===== src/rtl/bram_fifo_ctrl.sv =====
// rtl/bram_fifo_ctrl.sv - FIFO controller over a 1-cycle-latency BRAM with a 2-entry output buffer
module bram_fifo_ctrl #(
  parameter int width     = 4,
  parameter int depth     = 1024,
  parameter int addrWidth = $clog2(depth)
) (
  input  logic                   CLK,
  input  logic                   nRST,
  input  logic                   enq__ENA,
  input  logic [width-1:0]       enq_v,
  output logic                   enq__RDY,
  input  logic                   deq__ENA,
  output logic                   deq__RDY,
  output logic [width-1:0]       first,
  output logic                   first__RDY,
  output logic [addrWidth+1:0]   count,
  output logic                   bram_write__ENA,
  output logic [addrWidth-1:0]   bram_write_addr,
  output logic [width-1:0]       bram_write_data,
  output logic                   bram_read__ENA,
  output logic [addrWidth-1:0]   bram_read_addr,
  input  logic [width-1:0]       bram_dataOut,
  input  logic                   bram_dataOut__RDY
);

  localparam logic [addrWidth:0] full_level = (addrWidth+1)'(depth);

  // Pointers carry one extra bit so full and empty are distinguishable.
  logic [addrWidth:0] wr_ptr;
  logic [addrWidth:0] rd_ptr;
  logic [addrWidth:0] bcnt;
  logic               primed;
  logic               inflight;
  logic [1:0]         out_cnt;
  logic [1:0]         cnt_after_pop;
  logic [width-1:0]   slot0;
  logic [width-1:0]   slot1;
  logic [2:0]         occ_next;
  logic               enq_fire;
  logic               deq_fire;
  logic               rd_issue;
  logic               capture;

  assign bcnt       = wr_ptr - rd_ptr;
  assign enq__RDY   = primed && (bcnt != full_level);
  assign deq__RDY   = (out_cnt != 2'd0);
  assign first__RDY = (out_cnt != 2'd0);
  assign first      = slot0;

  // Strobes that arrive while not ready are dropped rather than corrupting state.
  assign enq_fire = enq__ENA && enq__RDY;
  assign deq_fire = deq__ENA && deq__RDY;

  // Issue a read only if the returning word is guaranteed a free output slot.
  assign occ_next = {1'b0, out_cnt} + {2'b00, inflight} - {2'b00, deq_fire};
  assign rd_issue = (bcnt != '0) && (occ_next < 3'd2);

  // Only accept returning data for a read this controller issued since reset.
  assign capture       = bram_dataOut__RDY && inflight;
  assign cnt_after_pop = out_cnt - {1'b0, deq_fire};

  assign bram_write__ENA = enq_fire;
  assign bram_write_addr = wr_ptr[addrWidth-1:0];
  assign bram_write_data = enq_v;
  assign bram_read__ENA  = rd_issue;
  assign bram_read_addr  = rd_ptr[addrWidth-1:0];

  assign count = {1'b0, bcnt} + {{(addrWidth+1){1'b0}}, inflight} + {{addrWidth{1'b0}}, out_cnt};

  // Pointer, in-flight and priming state.
  always_ff @(posedge CLK) begin
    if (!nRST) begin
      wr_ptr   <= '0;
      rd_ptr   <= '0;
      inflight <= 1'b0;
      primed   <= 1'b0;
    end else begin
      if (enq_fire) wr_ptr <= wr_ptr + 1'b1;
      if (rd_issue) rd_ptr <= rd_ptr + 1'b1;
      inflight <= rd_issue;
      primed   <= 1'b1;
    end
  end

  // Output buffer: pop the head first, then append the captured word behind what remains.
  always_ff @(posedge CLK) begin
    if (!nRST) begin
      out_cnt <= 2'd0;
      slot0   <= '0;
      slot1   <= '0;
    end else begin
      if (deq_fire) slot0 <= slot1;
      if (capture) begin
        if (cnt_after_pop == 2'd0) slot0 <= bram_dataOut;
        else                       slot1 <= bram_dataOut;
      end
      out_cnt <= cnt_after_pop + {1'b0, capture};
    end
  end

  // Flag protocol violations by the datapath.
  assert property (@(posedge CLK) disable iff (!nRST) enq__ENA |-> enq__RDY);
  assert property (@(posedge CLK) disable iff (!nRST) deq__ENA |-> deq__RDY);

endmodule


===== config.mk =====
export PLATFORM = sky130hd
export DESIGN_NAME = bram_fifo_ctrl
export DESIGN_NICKNAME = d
export VERILOG_FILES = /design/src/rtl/bram_fifo_ctrl.sv
export SDC_FILE = /design/constraint.sdc
export NUM_CORES = 1
export LEC_CHECK = 0
export ABC_AREA = 0
export ABC_CLOCK_PERIOD_IN_PS = 4000
export CAP_MARGIN = 20
export CORE_MARGIN = 4
export CORE_UTILIZATION = 54
export CTS_BUF_LIST = sky130_fd_sc_hd__clkbuf_4 sky130_fd_sc_hd__clkbuf_8
export CTS_CLUSTER_SIZE = 16
export DETAILED_ROUTE_END_ITERATION = 8
export GPL_TIMING_DRIVEN = 0
export PLACE_DENSITY = 0.83
export REMOVE_ABC_BUFFERS = 1
export SETUP_SLACK_MARGIN = 0.2
export SYNTH_ARGS = -nofsm -noshare
export SYNTH_HDL_FRONTEND = slang
export SYNTH_SLANG_ARGS = --single-unit

===== constraint.sdc =====
create_clock -name CLK -period 4 [get_ports CLK]
set_input_delay 0.8 -clock CLK [delete_from_list [all_inputs] [get_ports CLK]]
set_output_delay 0.8 -clock CLK [all_outputs]
set_load 0.02 [all_outputs]

# Word-level counts from Yosys, hierarchy flattened
# Cells that the tools add are included.
totals:
  inputBits: 13
  elab_cells: 32
  regBits: 34
  output_inout_bits: 45
op_classes:
  bitwise: 1
  mux: 4
  n_lt_le_gt_ge: 1
  n_eq_ne: 1
  add_sub_neg: 9
  n_reduce_logical: 9
op_table:
  columns: ["operator", "n"]
  rows:
  - ["$add A11 B1 Y11 const B", 2]
  - ["$add A11 B1 Y12", 1]
  - ["$add A12 B2 Y12", 1]
  - ["$mux W4", 3]
  - ["$ne A11 B11 Y1 const B", 1]
  - ["$reduce_bool A11 Y1", 1]
  - ["$sub A11 B11 Y11", 1]
  - ["$logic_and A1 B1 Y1", 5]
  - ["$add A2 B1 Y3", 1]
  - ["$lt A3 B2 Y1 const B", 1]
  - ["$sub A3 B1 Y3", 1]
  - ["$add A2 B1 Y2", 1]
  - ["$logic_not A2 Y1", 1]
  - ["$reduce_and A2 Y1", 1]
  - ["$reduce_bool A2 Y1", 1]
  - ["$sub A2 B1 Y2", 1]
  - ["$mux W1", 1]
  - ["$not A1 Y1", 1]

# Logic depth before layout (Yosys ltp)
# Gate-level depths: netlist of the first run.
depth:
  depth_word: 6
  ltp_mapped: 13
  mapped_depth_nobuf: 13

# Least setup slack after synthesis of the first run
# No wires, ideal clock.
synth_timing:
  kind: "reg-to-output"
  from: "register rd_ptr[0]"
  to: "output port count[9]"
  t_required_ns: 3.200
  arrival_time_ns: 2.839
  path_buffers: 0
  setup_slack_ns: 0.361
  stages_incl_launch_ff: 10
  path_cell_list: "dfxtp_1 -> ha_1 -> inv_1 -> fa_1 -> a211o_1 -> a2111oi_2 -> a211oi_4 -> nor4_1 -> and3_1 -> xor2_1"
synth_via:
  elab_chain_len: 3
synth_lines:
  columns: ["element", "line_no", "source"]
  rows:
  - ["start: declaration", "30", "logic [addrWidth:0] rd_ptr;"]
  - ["start signal: assignment", "79", "if (rd_issue) rd_ptr <= rd_ptr + 1'b1;"]
  - ["$sub A11 B11 Y11", "44", "assign bcnt = wr_ptr - rd_ptr;"]
  - ["$add A11 B1 Y12", "68", "assign count = {1'b0, bcnt} + {{(addrWidth+1){1'b0}}, inflight} + {{addrWidth{1'b0}}, out_cnt};"]
  - ["$add A12 B2 Y12", "68", null]
  - ["end: declaration", "16", "output logic [addrWidth+1:0] count,"]
# No other way between the ends.

# Final worst setup path of the first run
layout_timing:
  from: "register wr_ptr[0]"
  to: "output port count[10]"
layout_via:
  elab_chain_len: 3
layout_lines:
  columns: ["element", "line_no", "source"]
  rows:
  - ["start: declaration", "29", "logic [addrWidth:0] wr_ptr;"]
  - ["start signal: assignment", "78", "if (enq_fire) wr_ptr <= wr_ptr + 1'b1;"]
  - ["$sub A11 B11 Y11", "44", null]
  - ["$add A11 B1 Y12", "68", null]
  - ["$add A12 B2 Y12", "68", null]
# No other way between the ends.

==> impl_summary.md, run 1 <==
Global routing
In this run the most used layer during global routing was met2. The met1 global-route usage is a little over a quarter. The initial antenna violation count is 0. For this run the aggregate overflow at the end of global routing stands at 0. The global-route track usage on met2 is around 44%. In the global route stage, overall resource usage came out at between 20% and 30%. Entering global routing, the biggest net connects 27 pins. For this run, global-route usage on met3 was measured as roughly 6.3%.

The first-pass GRT wire length is 12600 um. The via count of the first global-routing pass came to ~2800.

Job
The number of max-cap violations is 0.

Power
The share of total power dissipated in the clock network is a little under a fifth. The share of total power dissipated in combinational logic is between 60% and 70%. In this run the static leakage power is 1.46 nW. The overall power consumption is 2.20 mW. The share of total power consumed by net switching is approximately two fifths. The internal portion of the total power is 1.29 mW. The power density over the cells is 583 nW/um^2. The relative contribution of sequential cells to total power is ~19%.

The worst ir drop on vdd is 0.375 mV. For this design the total switching power over the nets is a little over 0.9 mW.

Yosys
After synthesis, the share of flip-flops with an asynchronous set or reset is 0%. The area share of xor/xnor cells in the synthesized design is between 4 and 5%. The synthesized instance count is approximately 350. The combined area of all synthesized cells is a little under 3000 um^2. During synthesis, Yosys emitted a total of 0 warnings. Synthesis inferred 34 register bits.

The count of flip-flops with a built-in enable after synthesis is 0. The fraction of the mapped netlist area in compound gates is a little under a quarter. For this run, the leading register cell type out of synthesis is dfxtp_1. The synthesized netlist contains between 50 and 60 unique library cells.

A synthesized cell averages ~8.3 um^2. The synthesized-area fraction occupied by and/or/nand/nor cells is between 20% and 30%. For this run, the register share of the synthesized area comes to around a quarter. The combinational family with the most area after synthesis is compound AO/OA/AOI/OAI gates. Summing the areas of all fa, ha and maj instances in the mapped netlist gives under 10% of the synthesized area.

The share of cell area taken by muxes after synthesis is just under 5%.

Clocking
The CTS tree is yes. Clock latency on the worst-skew pair, taken at its later pin, is ~300 ps. The tree is rooted in a clkbuf_8. The number of sinks handled by clock tree synthesis is 34.

The number of clock buffers inserted by TritonCTS is 5. After clock tree synthesis, the flow added hold-fix buffers numbering 0. After clock tree synthesis, the clock-pin slew on the worst setup and hold paths is 70 ps. In this run the deepest clock path goes through 2 buffers. The H-tree generated during clock tree synthesis spans 2 levels.

Cells and area
For this run, the post-layout net count is 428. The filler cells instantiated in the layout total 403. The area growth from synthesis to layout is 31.1%. Cells with a size suffix above 1 make up 24.5% of the layout.

At the end of the flow the core is filled with cells to about three quarters. The count of antenna diodes in the layout is 0.

Setup path
The type of origin of the critical path is a register. The data required time of the worst path is 3200 ps. The type of element capturing the critical path is an output pin. In this run the worst path has a maximum fanout of 3. The critical path is of the register to output pin type. The endpoint arrival time on the critical path is 3000 ps. The cell count of the worst reg-to-reg path is 14.

Die
The die footprint is between 6000 and 7000 um^2. The core region is a little over 5000 um^2. The total I/O pin count is 58. The floorplan has 26 rows.

The floorplan step set the die width to around 81 um. The vertical extent of the die is 81.1 um. Once the floorplan was initialized, standard cells occupied 56.1% of the core.

Place
The placed wire-length estimate is just over 5000 um. Input and output buffers added on the ports amount to slightly below 50. The minimum setup slack after placement is -728 ps.

The weighted congestion at the end of routability-driven global placement is just over 0.8.

STA
The clock period could shrink to between 3000 and 4000 ps. Headroom to the max-slew limit came out at about 52%. The number of slew-limit violations in the final report was 0. Dividing the final minimum period by the clock period gives between 90% and 100%. The total negative slack for setup checks is 0 ps.

The worst setup skew after layout is approximately 4.7 ps. Setup repair after global routing could not meet its margin everywhere. For the pin with the worst max-slew slack, the measured transition is between 700 and 800 ps. The top achievable clock speed is approximately 0.26 GHz. The number of hold violations in the final report is 0. Once routing completed, OpenROAD measured the worst setup slack at just under 200 ps. Setup violations remaining at the end of the flow were counted as 0.

Worst hold path
The hold-critical path depth is 2. The worst min-delay path category is register to register.

Route
In the routed design, unresolved DRC markers number 0. The pre-antenna-repair detailed-routing pass consisted of 5 iterations. The number of vias in the routed layout is ~2900. The final routed wirelength across all metal layers is around 8000 um.

For this block, the initial DRC count from the detailed router was around 120. The via count normalized by instance count is between 6 and 7. The detailed-route wire length per cell is 17.1 um. The remaining number of nets flagged by the antenna check after routing is 0.

Run status
The flow ran to the end, and the final reports show no timing, DRC or antenna violations.
[critical path, stage by stage (launching register included)]
cell and delay [ps]:
dfxtp_4 360, inv_4 60, ha_4 140, inv_2 40, fa_2 530, inv_1 80, fa_1 440, nor3b_2 250
nand3_2 190, nor4_4 260, xnor2_1 180, buf_4 180
[cell usage in the layout, fill, tap and decap left out, drive strengths merged, types with 9 or more instances in the layout]
cell            n
inv            28
o21ai           9
buf            33
ha             16
mux2i          14
o31ai          13
or4            14
clkdlybuf4s50  39
a21oi          25
nor2           19
nand3          14
nand2          29
dfxtp          34
[sequential cells by signal, summed over array words and instances, names as in the netlist]
register	flops
rd_ptr	11
first	4
wr_ptr	11
inflight	1
slot1	4
primed	1
out_cnt	2
[final cells by class]
class                      instances  area [um^2]  area share, %
sequential                        34          696           18.4
clock inverter                     2         60.1           1.59
timing repair buffer              76          674           17.8
multi-input combinational        249         2070           54.8
inverter                          29          111           2.94
tap                               70         87.6           2.31
clock buffer                       6         82.6           2.18
[through the flow]
step	hold slack [ps]	cell area (um^2)	instances
after floorplan	460	2630	311
after global placement	479	3200	430
after detailed placement	489	3200	430
after CTS	513	3610	459
after global routing	522	3780	466
final	503	3780	466
[repair_timing]
item / 4_1_cts / 5_1_grt
buffers inserted: 20 / 6
pin swaps: 18 / 15
resized for setup: 63 / 38
setup endpoints to repair: 11 / 11
cloned: 1 / 0
hold endpoints to repair: 0 / 0
[layer usage]
layer / vias up / wire, um
met5: - / 0
met4: 0 / 172
met2: 129 / 4160
met1: 1370 / 3130
met3: 21 / 516
li1: 1336 / -
[path summary, 6_finish.rpt]
kind	startpoint	end	slack [ps]
hold reg to reg	rd_ptr[1]	rd_ptr[1]	500
setup / recovery	wr_ptr[0]	count[10]	200
hold / removal	rd_ptr[1]	rd_ptr[1]	500
setup reg to reg	rd_ptr[6]	rd_ptr[10]	500
[power by group through the flow]
stage / Combinational [mW] / Clock [mW] / Sequential [mW]
finish: 1.40 / 0.399 / 0.409
global route: 1.50 / 0.414 / 0.413
CTS: 1.25 / 0.400 / 0.406
detailed placement: 1.08 / 0 / 0.415
global placement: 1.05 / 0 / 0.413
floorplan: 0.694 / 0 / 0.433
[Yosys cell counts, types with 2 or more instances]
cell	instances	area share, %
o31ai_1	13	3.4
fa_1	4	2.8
xor2_1	6	1.8
clkbuf_1	6	0.78
and2_1	8	1.7
or3_1	4	0.87
nor2b_1	4	0.87
nor3_1	6	1.0
nand3_1	14	2.4
and3b_1	2	0.61
a21o_1	2	0.52
nor4_1	4	0.87
ha_1	16	6.9
or4_1	14	3.6
mux2i_1	14	4.9
a211oi_1	4	1.0
nand4_1	6	1.3
inv_1	28	3.6
a21oi_1	25	4.3
dfxtp_1	34	24
o21ai_0	5	0.87
o2111ai_1	3	0.91
nor2_1	18	2.3
a2111oi_4	2	1.9
nand2_1	29	3.8
a211o_1	2	0.61
o211ai_1	6	1.6
buf_4	25	6.5
buf_6	4	1.6
and3_1	4	0.87
nor3b_1	2	0.52
o21ai_1	4	0.69
xnor2_1	8	2.4
[cells by family after synthesis]
logic type / after synthesis
multiplexers: 14
buffers and inverters: 65
flip-flops: 34
XOR/XNOR: 14
AND/OR/NAND/NOR: 118
AO/OA/AOI/OAI: 82
adder cells (fa/ha/maj): 20
(Power assumes the default switching activity.)
==> run 2: changes to the inputs <==
--- a/config.mk
+++ b/config.mk
@@ -6,7 +6,7 @@
 export NUM_CORES = 1
 export LEC_CHECK = 0
 export ABC_AREA = 0
-export ABC_CLOCK_PERIOD_IN_PS = 4000
+export ABC_CLOCK_PERIOD_IN_PS = 3700
 export CAP_MARGIN = 20
 export CORE_MARGIN = 4
 export CORE_UTILIZATION = 54
@@ -16,7 +16,7 @@
 export GPL_TIMING_DRIVEN = 0
 export PLACE_DENSITY = 0.83
 export REMOVE_ABC_BUFFERS = 1
-export SETUP_SLACK_MARGIN = 0.2
+export SETUP_SLACK_MARGIN = 0.1
 export SYNTH_ARGS = -nofsm -noshare
 export SYNTH_HDL_FRONTEND = slang
 export SYNTH_SLANG_ARGS = --single-unit
==> constraint.sdc (replaced) <==
create_clock -name CLK -period 3.7 [get_ports CLK]
set_input_delay 0.74 -clock CLK [delete_from_list [all_inputs] [get_ports CLK]]
set_output_delay 0.74 -clock CLK [all_outputs]
set_load 0.02 [all_outputs]
==> run 2 against run 1 <==
Compared with the run above:
- non-clock buffer count increased by 5
- wire length increased by 3.6%
- combinational power increased by 14%
- clock power increased by 8.5%
- die area unchanged
- via count increased by 1.5%
- count of clock-buffer cells in the layout unchanged
- sequential share of layout area decreased by 0.28 points
- sequential power increased by 8.3%
==> impl_summary.md, run 2 (same netlist as run 1, synthesis figures left out) <==
Run status
Run status: finished, final reports clean (unchanged).

Setup path
The startpoint of the most critical setup path is rd_ptr[6] (was wr_ptr[0]). The largest fanout on the critical path is 8 (was 3). The slack of the worst reg-to-reg path is 210 ps (was 500 ps). The cell count of the worst reg-to-reg path is 15 (was 14). The type of origin of the critical path was a register (unchanged). The endpoint arrival time on the critical path is 2940 ps (was 3000 ps). The type of element capturing the critical path is an output pin (unchanged). The endpoint of the lowest-slack register-to-register path is rd_ptr[5] (was rd_ptr[10]). The data required time of the worst path is 2960 ps (was 3200 ps).

The reg-to-reg startpoint was wr_ptr[0] (was rd_ptr[6]). The category of the critical setup timing path is register to output pin (unchanged).

STA
The period utilization is approximately 100%. The transition time at the pin with the least slew margin is 754 ps (was 718 ps). RSZ-0062 raised after global routing: true (unchanged). The number of slew-limit violations in the final report is 0 (unchanged). The worst setup skew after layout is 6.45 ps (was 4.69 ps). The worst hold margin is 504 ps (was 503 ps).

The number of setup violations in the final report is 0 (unchanged). The tightest slew margin relative to the limit is 49.4% (was 51.8%). The top achievable clock speed is between 0.2 and 0.3 GHz. The number of hold violations in the final report is 0 (unchanged). The smallest clock period supported by the final layout is computed as roughly 3700 ps.

Worst hold path
The startpoint of the worst hold path was slot1[1] (was rd_ptr[1]). The worst hold endpoint is slot1[1] (was rd_ptr[1]). The worst min-delay path category is register to register (unchanged). The hold-critical path depth came to 2 (unchanged).

Clocking
The root buffer selected by CTS is clkbuf_8 (unchanged). The CTS tree was yes (unchanged). The deepest clock path buffer count is 2 (unchanged).

The clock slew seen by the registers of the worst setup and hold paths is 70 ps (about the same). The H-tree level count is 2 (unchanged). The hold buffer count at cts is 0 (unchanged). The insertion delay of the later-clocked pin in the worst-skew pair is 300 ps (about the same). The number of sinks handled by clock tree synthesis is 34 (unchanged).

The number of clock buffers inserted by TritonCTS is 5 (unchanged).

Cells and area
The area growth from synthesis to layout was 33.4% (was 31.1%). The count of filler cells inserted in the layout is 386 (was 403). Commonest cells after routing, fill and taps aside: 38 x clkdlybuf4s50_1, 34 x buf_4, 26 x inv_1, 26 x nand2_1, 25 x dfxtp_1 (was 39 x clkdlybuf4s50_1, 29 x buf_4, 26 x inv_1, 26 x nand2_1, 26 x dfxtp_1). The count of antenna diodes in the layout is 0 (unchanged).

The count of nets after finishing is 433 (was 428). The design area is 3850 um^2 (was 3780 um^2). The number of cells in the finished layout apart from fillers is 471 (was 466). The proportion of layout cells with a drive suffix above 1 is 26.4% (was 24.5%). Leading registers by flop count: rd_ptr: 11 flops, wr_ptr: 11 flops (unchanged). The leading cell type in the layout, fill and taps excluded is clkdlybuf4s50_1 (unchanged). The final cell utilization of the core is 74.9% (was 73.6%).

Die
The vertical extent of the die is 81.1 um (unchanged). The starting density of the core is 56.1% (unchanged). The floorplan row count was 26 (unchanged). The total I/O pin count is 58 (unchanged). The die footprint was 6580 um^2 (unchanged). The area of the core region was 5140 um^2 (unchanged). The chip width was 81.1 um (unchanged).

Job
The number of max-cap violations was 0 (unchanged).

Place
The count of buffers from port buffering is 49 (unchanged). The total instance count after detailed placement is 430 (unchanged). The placed wire-length estimate is 5090 um (unchanged). The weighted congestion at the end of routability-driven global placement was 0.813 (unchanged). The placed cell area is 3200 um^2 (unchanged).

Route
The iteration count of the initial detailed-routing pass is 5 (unchanged). The count of unresolved DRC violations after routing came to 0 (unchanged). The via count normalized by instance count is 6.15 (was 6.13).

The final routed wirelength across all metal layers is 8270 um (was 7980 um). The iteration-0 DRC count of the detailed router is 128 (was 118). The remaining number of nets flagged by the antenna check after routing was 0 (unchanged). The number of vias in the routed layout was 2898 (was 2856).

The detailed-route wire length per cell was 17.6 um (was 17.1 um).

Global routing
The total global routing overflow is 0 (unchanged). The via count of the first global-routing pass came to 2781 (was 2753). The total routing resource utilization after global routing came to 25.2% (was 24.8%). The largest net degree at the start of global routing is 27 (unchanged). The first-pass GRT wire length was 12900 um (was 12600 um). The initial antenna violation count is 0 (unchanged).

Power
The worst ir drop on vdd came to 0.516 mV (was 0.375 mV). The total leakage power is 1.48 nW (was 1.46 nW). The power density over the cells is 640 nW/um^2 (was 583 nW/um^2).
run 2: cell count changes in the layout (fill, tap and decap cells not counted), sizes merged:
cell,before,now
buf,33,40
clkbuf,8,7
dlygate4sd2,1,2
dlymetal6s2s,1,0
clkdlybuf4s50,39,38
run 2: layer usage:
metal  share of wire (%)  up-vias  track usage [%]
met5                   0        -                0
li1                    -     1346                -
met1                  39     1384             28.2
met3                 7.2       27             6.76
met4                 3.3        0             12.0
met2                  51      141             44.1
run 2: how the worst max path moves through the flow:
stage,slack [ps],endpoint,depth (start not counted)
2_1_floorplan,-180,bram_write__ENA,9
3_3_place_gp,-890,bram_write__ENA,10
3_5_place_dp,-970,bram_write__ENA,10
4_1_cts,-10,bram_write__ENA,12
5_1_grt,-90,bram_read__ENA,10
6_report,20,bram_read__ENA,10
run 2: cell type report:
| cell class | count | area, um^2 | share of cell area [%] |
|---|---|---|---|
| Clock buffer | 6 | 82.6 | 2.15 |
| Clock inverter | 2 | 60.1 | 1.56 |
| Multi-Input combinational cell | 249 | 2090 | 54.4 |
| Tap cell | 70 | 87.6 | 2.28 |
| Inverter | 29 | 111 | 2.89 |
| Timing Repair Buffer | 81 | 716 | 18.6 |
| Sequential cell | 34 | 697 | 18.1 |
run 2: critical path, stage by stage (launching register included):
cell and delay [ps]:
dfxtp_1 390, inv_1 100, ha_1 470, inv_1 140
a221o_1 370, a211oi_4 310, o2111ai_4 240, a2111oi_4 240
buf_4 200, nor2_4 50, buf_6 130
run 2: timing repair:
| item | in CTS | in global routing |
|---|---|---|
| pin swaps | 25 | 15 |
| cloned | 1 | 0 |
| buffers inserted | 23 | 8 |
| resized for setup | 88 | 29 |
| endpoints found under the setup margin | 31 | 12 |
run 2: metrics by stage:
stage | TNS, ps | power [mW] | setup slack [ps]
floorplan | -384 | 1.22 | -184
global placement | -4500 | 1.59 | -888
detailed placement | -5170 | 1.61 | -968
CTS | -12.4 | 2.28 | -12.4
global route | -253 | 2.59 | -87.8
finish | 0 | 2.46 | 23.0
run 2: where the power goes:
group / leakage, nW / internal, mW / switching, mW
Combinational: 1.12 / 0.736 / 0.850
Clock: 0.0714 / 0.287 / 0.146
Sequential: 0.281 / 0.409 / 0.0336
==> run 3: changes to the inputs <==
--- a/config.mk
+++ b/config.mk
@@ -13,7 +13,6 @@
 export CTS_BUF_LIST = sky130_fd_sc_hd__clkbuf_4 sky130_fd_sc_hd__clkbuf_8
 export CTS_CLUSTER_SIZE = 16
 export DETAILED_ROUTE_END_ITERATION = 8
-export GPL_TIMING_DRIVEN = 0
 export PLACE_DENSITY = 0.83
 export REMOVE_ABC_BUFFERS = 1
 export SETUP_SLACK_MARGIN = 0.1
==> run 3 against run 2 <==
Compared with the run above:
- sequential power shrank 2%
- maximum frequency down 3.8%
- first-iteration DRC count is 100% higher
- critical endpoint is now count[9]
- the run now ends with negative setup slack left
- worst setup slack worse by 140 ps
==> impl_summary.md, run 3 (same netlist as run 1, synthesis figures left out) <==
Cells and area
The number of cells in the finished layout apart from fillers is 504 (was 471). The final cell utilization of the core is 77.1% (was 74.9%). Leading registers by flop count: rd_ptr: 11 flops, wr_ptr: 11 flops (unchanged). The area growth from synthesis to layout came to 37.3% (was 33.4%).

Commonest cells after routing, fill and taps aside: 70 x buf_4, 38 x clkdlybuf4s50_1, 32 x dfxtp_1 (was 38 x clkdlybuf4s50_1, 34 x buf_4, 26 x inv_1, 26 x nand2_1, 25 x dfxtp_1). The count of antenna diodes in the layout was 0 (unchanged). The proportion of layout cells with a drive suffix above 1 is 27.6% (was 26.4%). The leading cell type in the layout, fill and taps excluded is buf_4 (was clkdlybuf4s50_1).

The design area is 3960 um^2 (was 3850 um^2). The count of nets after finishing is 467 (was 433).

Place
The placed cell area was 3620 um^2 (was 3200 um^2). The count of buffers from port buffering is 49 (unchanged). The minimum setup slack after placement was -248 ps (was -968 ps). The placed wire-length estimate is 5860 um (was 5090 um). The weighted congestion at the end of routability-driven global placement is 0.898 (was 0.813). The total instance count after detailed placement is 485 (was 430).

Global routing
The first-pass GRT wire length is 13200 um (was 12900 um). The total routing resource utilization after global routing is 25.7% (was 25.2%). The global-route track usage on met2 came to 47.0% (was 44.1%). The largest net degree at the start of global routing came to 27 (unchanged).

The total global routing overflow is 0 (unchanged). The via count of the first global-routing pass is 2835 (was 2781). The busiest metal layer after global routing is met2 (unchanged). The met1 global-route usage was 28.3% (was 28.2%). The initial antenna violation count is 0 (unchanged).

The global-route track usage on met3 came to 6.21% (was 6.76%).

Route
The via count normalized by instance count is 6.05 (was 6.15). The number of vias in the routed layout is 3047 (was 2898). The detailed-route wire length per cell was 16.8 um (was 17.6 um). The remaining number of nets flagged by the antenna check after routing is 0 (unchanged). The count of unresolved DRC violations after routing is 0 (unchanged).

The final routed wirelength across all metal layers is 8460 um (was 8270 um). The iteration count of the initial detailed-routing pass came to 5 (unchanged). The iteration-0 DRC count of the detailed router is 259 (was 128).

Clocking
The H-tree level count came to 2 (unchanged). The number of clock buffers inserted by TritonCTS is 5 (unchanged). The number of sinks handled by clock tree synthesis is 34 (unchanged).

The insertion delay of the later-clocked pin in the worst-skew pair was 290 ps (was 300 ps). The clock slew seen by the registers of the worst setup and hold paths is 70 ps (about the same). The deepest clock path buffer count is 2 (unchanged).

The root buffer selected by CTS is clkbuf_8 (unchanged). The CTS tree is yes (unchanged).

Power
The share of total power consumed by net switching is 41.1% (was 41.8%). The total internal power is 1.36 mW (was 1.43 mW). The part of the total power dissipated in combinational logic is 66.0% (was 64.4%).

The worst ir drop on vdd is 0.408 mV (was 0.516 mV). The power density over the cells is 584 nW/um^2 (was 640 nW/um^2). The proportion of power drawn by the clock network is 15.2% (was 17.6%). The relative contribution of sequential cells to total power is 18.8% (was 18.0%). The switching power summed over all nets is 0.952 mW (was 1.03 mW). The total leakage power was 1.62 nW (was 1.48 nW). The overall power consumption came to 2.32 mW (was 2.46 mW).

Die
The chip width is 81.1 um (unchanged). The total I/O pin count is 58 (unchanged). The floorplan row count is 26 (unchanged). The die footprint is 6580 um^2 (unchanged). The starting density of the core is 56.1% (unchanged).

The area of the core region is 5140 um^2 (unchanged). The vertical extent of the die is 81.1 um (unchanged).

STA
The worst setup slack after layout came to -122 ps (was 23.0 ps). The period utilization is 103% (was 99.4%). The worst setup skew after layout is 7.58 ps (was 6.45 ps). The top achievable clock speed is 0.262 GHz (was 0.272 GHz).

RSZ-0062 raised after global routing: true (unchanged). The total negative slack for setup checks is -297 ps (was 0 ps). The tightest slew margin relative to the limit is 68.2% (was 49.4%). The transition time at the pin with the least slew margin is 476 ps (was 754 ps).

The number of setup violations in the final report is 6 (was 0). The number of hold violations in the final report is 0 (unchanged). The number of slew-limit violations in the final report is 0 (unchanged). The clock period minus worst slack is 3820 ps (was 3680 ps). The worst hold margin was 512 ps (was 504 ps).

Setup path
The critical path's largest stage delay is 390 ps (was 470 ps). The combined buffer and inverter count along the critical path is 5 (was 4). The critical path's top delay family is compound AO/OA/AOI/OAI gates (unchanged). The largest fanout on the critical path is 3 (was 8). The type of element capturing the critical path is an output pin (unchanged). The reg-to-reg startpoint is wr_ptr[0] (unchanged). The category of the critical setup timing path is register to output pin (unchanged).

The data required time of the worst path is 2960 ps (about the same). Cell breakdown of the critical path: inv_2, ha_4, inv_2, fa_2, a211o_1, buf_4, a2111oi_4, a211oi_4, nor4_2, and3_1, buf_4, xor2_1, buf_4 (was inv_1, ha_1, inv_1, a221o_1, a211oi_4, o2111ai_4, a2111oi_4, buf_4, nor2_4, buf_6). The type of origin of the critical path was a register (unchanged). The library cell appearing most often on the critical path was buf_4 (was inv_1).

The endpoint arrival time on the critical path is 3080 ps (was 2940 ps). The startpoint of the most critical setup path is wr_ptr[0] (was rd_ptr[6]). The slowest cell on the critical path is fa_2 (was ha_1).

Worst hold path
The worst min-delay path category is register to register (unchanged). The startpoint of the worst hold path is slot1[2] (was slot1[1]).

Job
The number of max-cap violations is 0 (unchanged).

Run status
The final reports fail on negative setup slack. Run status: complete, but fails checks (was finished, final reports clean).
[run 3: cell count changes in the layout (fill, tap and decap cells not counted), sizes merged]
| cell | delta |
|---|---|
| dlygate4sd2 | -1 |
| buf | +35 |
| clkdlybuf4s15 | +1 |
| bufinv | -1 |
| a2111oi | -1 |
[run 3: area by class of cell]
cell class              instances  area, um^2
inverters                      29         109
fillers                       372        1180
clock buffers                   6        82.6
flip-flops and latches         34         683
multi-input cells             248        1980
well taps                      70        87.6
clock inverters                 1        30.0
repair buffers                116         986
[run 3: per-layer routing]
metal | part of all wire [%] | routed length, um | up-vias
li1 | - | - | 1423
met1 | 39 | 3290 | 1433
met2 | 50 | 4260 | 155
met3 | 7.0 | 591 | 36
met4 | 3.8 | 321 | 0
met5 | 0 | 0 | -
[run 3: final timing paths]
| kind | depth (start not counted) | end | slack, ps |
|---|---|---|---|
| max | 13 | count[9] | -120 |
| max reg2reg | 16 | rd_ptr[7] | 210 |
| min | 2 | slot1[2] | 510 |
| min reg2reg | 2 | slot1[2] | 510 |
[run 3: what timing repair did]
action                                  CTS  global route
pin swaps                                21            13
endpoints found under the setup margin   11            10
hold endpoints to repair                  0             0
resized for setup                        65            25
buffers inserted                          8             4
hold buffers                              0             0
[run 3: tightest hold or removal path: stages, from the launching register on]
cell,delay [ps]
dfxtp_1,340
mux2i_1,70
nor2_1,70
[run 3: power groups by stage]
stage	Combinational, mW	Clock, mW	Sequential (mW)
2_1_floorplan	0.750	0	0.468
3_3_place_gp	1.35	0	0.437
3_5_place_dp	1.38	0	0.438
4_1_cts	1.44	0.356	0.435
5_1_grt	1.65	0.375	0.439
6_report	1.53	0.352	0.434
